$ cat src/rtl/teclado_pin.sv
// Keypad front end: collects a two-digit BCD PIN, sends it to the gate controller and waits for its verdict.
// Optional build macro TECLADO_TIMEOUT_EN adds a response timeout of TIMEOUT_CICLOS cycles in ESPERA.
module teclado_pin #(
   parameter int unsigned TIMEOUT_CICLOS = 16
) (
   input  logic       Clk,
   input  logic       Reset,
   input  logic [3:0] Tecla,
   input  logic       TeclaValida,
   input  logic       Abierto,
   input  logic       Alarma,
   input  logic       Bloqueo,
   output logic [7:0] Pin,
   output logic       enterPin,
   output logic       Ocupado,
   output logic [1:0] Digitos,
   output logic       ErrorTecla,
   output logic [1:0] estado_o
);

   typedef enum logic [1:0] {
      CAPTURA   = 2'd0,
      ENVIO     = 2'd1,
      ESPERA    = 2'd2,
      BLOQUEADO = 2'd3
   } estado_t;

   if (TIMEOUT_CICLOS < 2 || TIMEOUT_CICLOS > 255) begin : g_rango_timeout
      $error("teclado_pin: TIMEOUT_CICLOS must be in 2..255");
   end

   estado_t    estado_q, estado_d;
   logic [7:0] buf_q, buf_d;
   logic [1:0] dig_q, dig_d;
   logic [7:0] pin_q, pin_d;
   logic       err_q, err_d;
   logic       valida_q;
   logic       valida_rst_q;
   logic       pulsacion;

   // A strobe still high across the last reset edge is masked once, so it never counts as a press.
   assign pulsacion = TeclaValida && !valida_q && !valida_rst_q;

`ifdef TECLADO_TIMEOUT_EN
   logic [7:0] cnt_q, cnt_d;
`endif

   always_comb begin
      estado_d = estado_q;
      buf_d    = buf_q;
      dig_d    = dig_q;
      pin_d    = pin_q;
      err_d    = 1'b0;
`ifdef TECLADO_TIMEOUT_EN
      cnt_d    = 8'd0;
`endif
      case (estado_q)
         CAPTURA: begin
            if (Bloqueo) begin
               estado_d = BLOQUEADO;
               buf_d    = 8'h00;
               dig_d    = 2'd0;
            end else if (pulsacion) begin
               if (Tecla <= 4'd9) begin
                  if (dig_q < 2'd2) begin
                     if (dig_q == 2'd0) buf_d[7:4] = Tecla;
                     else               buf_d[3:0] = Tecla;
                     dig_d = dig_q + 2'd1;
                  end else begin
                     err_d = 1'b1;
                  end
               end else if (Tecla == 4'hA) begin
                  buf_d = 8'h00;
                  dig_d = 2'd0;
               end else if (Tecla == 4'hB) begin
                  if (dig_q == 2'd2) begin
                     estado_d = ENVIO;
                     pin_d    = buf_q;
                     buf_d    = 8'h00;
                     dig_d    = 2'd0;
                  end else begin
                     err_d = 1'b1;
                  end
               end else begin
                  err_d = 1'b1;
               end
            end
         end
         ENVIO: estado_d = ESPERA;
         ESPERA: begin
            // Lock has priority over any verdict arriving in the same cycle.
            if (Bloqueo) begin
               estado_d = BLOQUEADO;
            end else if (Abierto || Alarma) begin
               estado_d = CAPTURA;
`ifdef TECLADO_TIMEOUT_EN
            end else if (cnt_q == 8'(TIMEOUT_CICLOS - 1)) begin
               estado_d = CAPTURA;
               err_d    = 1'b1;
            end else begin
               cnt_d = cnt_q + 8'd1;
`endif
            end
         end
         BLOQUEADO: begin
            if (!Bloqueo) begin
               estado_d = CAPTURA;
               buf_d    = 8'h00;
               dig_d    = 2'd0;
            end
         end
         default: estado_d = CAPTURA;
      endcase
   end

   always_ff @(posedge Clk) begin
      if (Reset) begin
         estado_q     <= CAPTURA;
         buf_q        <= 8'h00;
         dig_q        <= 2'd0;
         pin_q        <= 8'h00;
         err_q        <= 1'b0;
         valida_q     <= 1'b0;
         valida_rst_q <= TeclaValida;
`ifdef TECLADO_TIMEOUT_EN
         cnt_q        <= 8'd0;
`endif
      end else begin
         estado_q     <= estado_d;
         buf_q        <= buf_d;
         dig_q        <= dig_d;
         pin_q        <= pin_d;
         err_q        <= err_d;
         valida_q     <= TeclaValida;
         valida_rst_q <= 1'b0;
`ifdef TECLADO_TIMEOUT_EN
         cnt_q        <= cnt_d;
`endif
      end
   end

   assign Pin        = pin_q;
   assign enterPin   = (estado_q == ENVIO);
   assign Ocupado    = (estado_q != CAPTURA);
   assign Digitos    = dig_q;
   assign ErrorTecla = err_q;
   assign estado_o   = estado_q;

endmodule

$ cat config.mk
export PLATFORM = sky130hd
export DESIGN_NAME = teclado_pin
export DESIGN_NICKNAME = d
export VERILOG_FILES = /design/src/rtl/teclado_pin.sv
export SDC_FILE = /design/constraint.sdc
export NUM_CORES = 1
export LEC_CHECK = 0
export BUFFER_PORTS_ARGS = -buffer_cell sky130_fd_sc_hd__buf_2
export CORE_ASPECT_RATIO = 1.25
export CORE_MARGIN = 2
export CORE_UTILIZATION = 52
export CTS_CLUSTER_SIZE = 10
export DETAILED_ROUTE_END_ITERATION = 8
export GPL_TIMING_DRIVEN = 0
export PLACE_DENSITY = 0.75
export SKIP_CTS_REPAIR_TIMING = 1
export SYNTH_ARGS = -nofsm -noshare
export SYNTH_HDL_FRONTEND = slang
export SYNTH_SLANG_ARGS = --single-unit
export TNS_END_PERCENT = 10
$ cat constraint.sdc
create_clock -name Clk -period 2.5 [get_ports Clk]
set_input_delay 0.5 -clock Clk [delete_from_list [all_inputs] [get_ports Clk]]
set_output_delay 0.5 -clock Clk [all_outputs]
set_load 0.005 [all_outputs]
==> summary.md <==
| Metric | Value |
|---|---|
| Run status | `complete, no violations` |
| Wire length of the first global-routing pass | `between 3 and 4 mm` |
| Share of final-layout standard cells stronger than drive strength 1 | `20.5%` |
| Slowest CP cell | `dfxtp_1` |
| Worst Tran Pin Value | `0.916 ns` |
| Overall via count from detail_route | `about 930` |
| Arrival time of data at the critical path endpoint | `between 2 and 2.5 ns` |
| Number of warning messages in the yosys log | `0` |
| Max Clock Freq | `slightly below 0.5 GHz` |
| Number of violations reported at the end of detailed-routing iteration 0 | `5` |
| Overall Global Routing Usage | `between 10% and 20%` |
| IO Port Bufs | `23` |
| Endpoint type of the worst setup path | `register` |
| Maximum number of pins on one net before global-route repair | `14` |
| Half-perimeter wire length after placement | `about 1.7 mm` |
| Highest ir drop seen on vdd | `~0.42 mV` |
| Hold Path Class | `input pin to register` |
| Post-synthesis mux area share | `about 15%` |
| Pwr/cell area | `a little under 800 nW/um2` |
| Floorplan die width | `about 46 um` |
| Count of unique library cells instantiated by Yosys | `31` |
| DRC violations left | `0` |
| GR Overflow Total | `0` |
| Post-synthesis instance area | `roughly 1100 um2` |
| Remaining antenna violation count | `0` |
| CTS tree | `done` |
| Vias per std cell | `about 5.6` |
| Antenna violations before repair | `0` |
| WL per Instance | `roughly 13 um` |
| Initial DRT Pass Iterations | `2` |
| Die height | `between 50 and 60 um` |
| Count of mapped cells out of synthesis | `119` |
| Sinks on the clock net | `23` |
| Classification of the worst setup path | `register to register` |
| Complex-gate fraction of the synthesized area | `11.3%` |
| Number of global-route vias before repair | `around 860` |
| Worst Path Required | `between 2 and 3 ns` |
| Avg Inst Size Synth | `between 9 and 10 um2` |
| CP cell instances | `inv_1 > ha_1 > nor2b_1 > a22o_1 > nor3_2 > mux2i_1` |
| Critical path startpoint category | `register` |
| MaxCap Viol Count | `0` |
| Clock Root Buffer | `clkbuf_4` |
| Largest family of logic cells by synthesized area | `simple AND/OR/NAND/NOR gates` |
| Net total in the final layout | `between 150 and 200` |
| Number of placed I/O pins | `25` |
| Insertion delay to the later sink of the worst-skew pair | `about 0.30 ns` |
| Maximum single-stage delay on the critical path | `0.46 ns` |
| Setup repair after global routing missed its margin | `false` |
| Die ar. | `between 2000 and 3000 um2` |
| Antenna Cells | `0` |
| Post-layout util | `64.1%` |
| Length in cells of the worst reg-to-reg path | `6` |
| Synthesized-area fraction occupied by adder cells | `slightly below 8%` |
| Critical-path maximum fanout | `7` |
| Register area share after synthesis | `between 40% and 50%` |
| Nets in the synthesized netlist | `136` |
| Total Routed Length | `approximately 2.2 mm` |
| Sum of negative setup slack | `0 ns` |
| Final hold vios | `0` |
| Final setup viols | `0` |
| Number of H-tree branching levels | `1` |
| Maximum root-to-sink buffer count | `2` |
| Normalized max-slew margin | `38.3%` |
| CTS clock-pin slew for the worst setup and hold paths | `around 0.12 ns` |
| Area growth from synthesis to final layout | `14.8%` |
| Final critical delay including setup and external delays | `slightly above 2 ns` |
| Slack of the worst reg-to-reg path | `0.43 ns` |
| Core Footprint | `2030 um2` |
| Share of the clock period used by the worst path | `82.7%` |
| Worst hold path depth | `2` |
| Max Slew Vio Count | `0` |
| Clock buffer count from CTS | `3` |
| Clk_skew | `0.00805 ns` |
| Leakage power summed over all cells | `approximately 0.00057 uW` |
| Initial core utilization | `approximately 56%` |
| Rows | `18` |
| Simple-gate share of the synthesized area | `between 20% and 30%` |
| Synthesized-area fraction occupied by xor and xnor cells | `0%` |
| GPL Wtd Cong | `0.831` |
| Number of synthesized register bits | `23` |
flip-flops by register name (all words and copies together), names as in the netlist:
register and count:
Digitos 2, ErrorTecla 1, Pin 8, buf_q 8
estado_o 2, valida_q 1, valida_rst_q 1
per-stage QoR:
| stage | setup WS, ns | instance area [um2] | hold WS, ns | total power [uW] | cells |
|---|---|---|---|---|---|
| after floorplan | 0.626 | 1130 | 0.434 | 758 | 119 |
| after global placement | 0.380 | 1270 | 0.448 | 849 | 162 |
| after detailed placement | 0.348 | 1270 | 0.454 | 855 | 162 |
| after CTS | 0.447 | 1300 | 0.407 | 1020 | 166 |
| after global routing | 0.259 | 1300 | 0.418 | 1100 | 166 |
| final | 0.433 | 1300 | 0.414 | 1010 | 166 |
worst max-delay path: cells and delay by family, from the launching register on:
| family | cells | cell delay, ns |
|---|---|---|
| mux | 1 | 0.24 |
| simple gates | 2 | 0.65 |
| buf+inv | 1 | 0.12 |
| compound gates | 1 | 0.30 |
| fa+ha+maj | 1 | 0.24 |
| flops | 1 | 0.46 |
synth_stat cells (all sizes together):
master / n / area, um2
or3b: 1 / 11.3
nor2: 11 / 41.3
inv: 6 / 22.5
dfxtp: 23 / 460
nand3b: 2 / 15.0
a22o: 1 / 8.76
nand2b: 2 / 12.5
nand2: 17 / 63.8
a2bb2oi: 1 / 8.76
nor4b: 1 / 8.76
o311ai: 1 / 8.76
a211o: 1 / 8.76
ha: 7 / 87.6
a211oi: 1 / 7.51
o32ai: 1 / 8.76
nor3: 2 / 15.0
a21oi: 2 / 10.0
and2: 1 / 6.26
o22ai: 1 / 6.26
or4b: 1 / 10.0
clkbuf: 3 / 11.3
a311o: 1 / 10.0
a221o: 1 / 10.0
o21a: 4 / 30.0
nor4: 4 / 40.0
mux2i: 17 / 170
o21ai: 2 / 10.0
nor2b: 3 / 18.8
and3b: 1 / 8.76
where the power goes:
part           switching, uW  leakage, uW  total [uW]  internal, uW
clock network            106    0.0000177         165          59.6
logic                    219     0.000365         413           194
registers               32.2     0.000187         436           404
total                    356     0.000570        1010           657
path summary, 6_finish.rpt:
kind / from / to
min: TeclaValida / valida_rst_q
max reg2reg: estado_o[0] / buf_q[0]
max: estado_o[0] / buf_q[0]
min reg2reg: buf_q[7] / buf_q[7]
kinds of logic (layout without fill, tap and decap cells):
kind of cell / count (synthesis) / in the layout
flops: 23 / 23
mux: 17 / 17
compound gates: 17 / 17
fa+ha+maj: 7 / 7
simple gates: 46 / 46
buf+inv: 9 / 36
cells in the final DEF, fill, tap and decap left out:
cell and count:
dfxtp_1 23, buf_2 23, nand2_1 17, mux2i_1 17
nor2_1 11, ha_1 7, inv_1 6, o21a_1 4
clkbuf_1 3, nor4_1 3, nor2b_1 3, clkbuf_4 3
o21ai_0 2, nand3b_1 2, nand2b_1 2, a21oi_1 2
and3b_1 1, a2bb2oi_1 1, or3b_4 1, a22o_1 1
a311o_1 1, a211o_1 1, nor3_1 1, nor3_2 1
nor4b_1 1, o311ai_0 1, or4b_1 1, nor4_4 1
a221o_1 1, o22ai_1 1, a211oi_1 1, o32ai_1 1
and2_1 1, clkinv_2 1
final cells by class:
type                    instances  area [um2]
fillers                       176         728
plain buffers                   3        11.3
clock inverters                 1        5.00
repair buffers                 23         115
inverters                       6        22.5
well taps                      20        25.0
clock buffers                   3        22.5
multi-input cells              87         637
flip-flops and latches         23         460
metal layers:
metal	GRT usage (%)	share of wire [%]	vias up
li1	-	-	474
met3	3.90	3.1	4
met5	0	0	-
met1	24.4	46	437
met2	31.8	50	16
met4	3.67	1.1	0
Note: power is estimated with default switching activity, not from simulation.
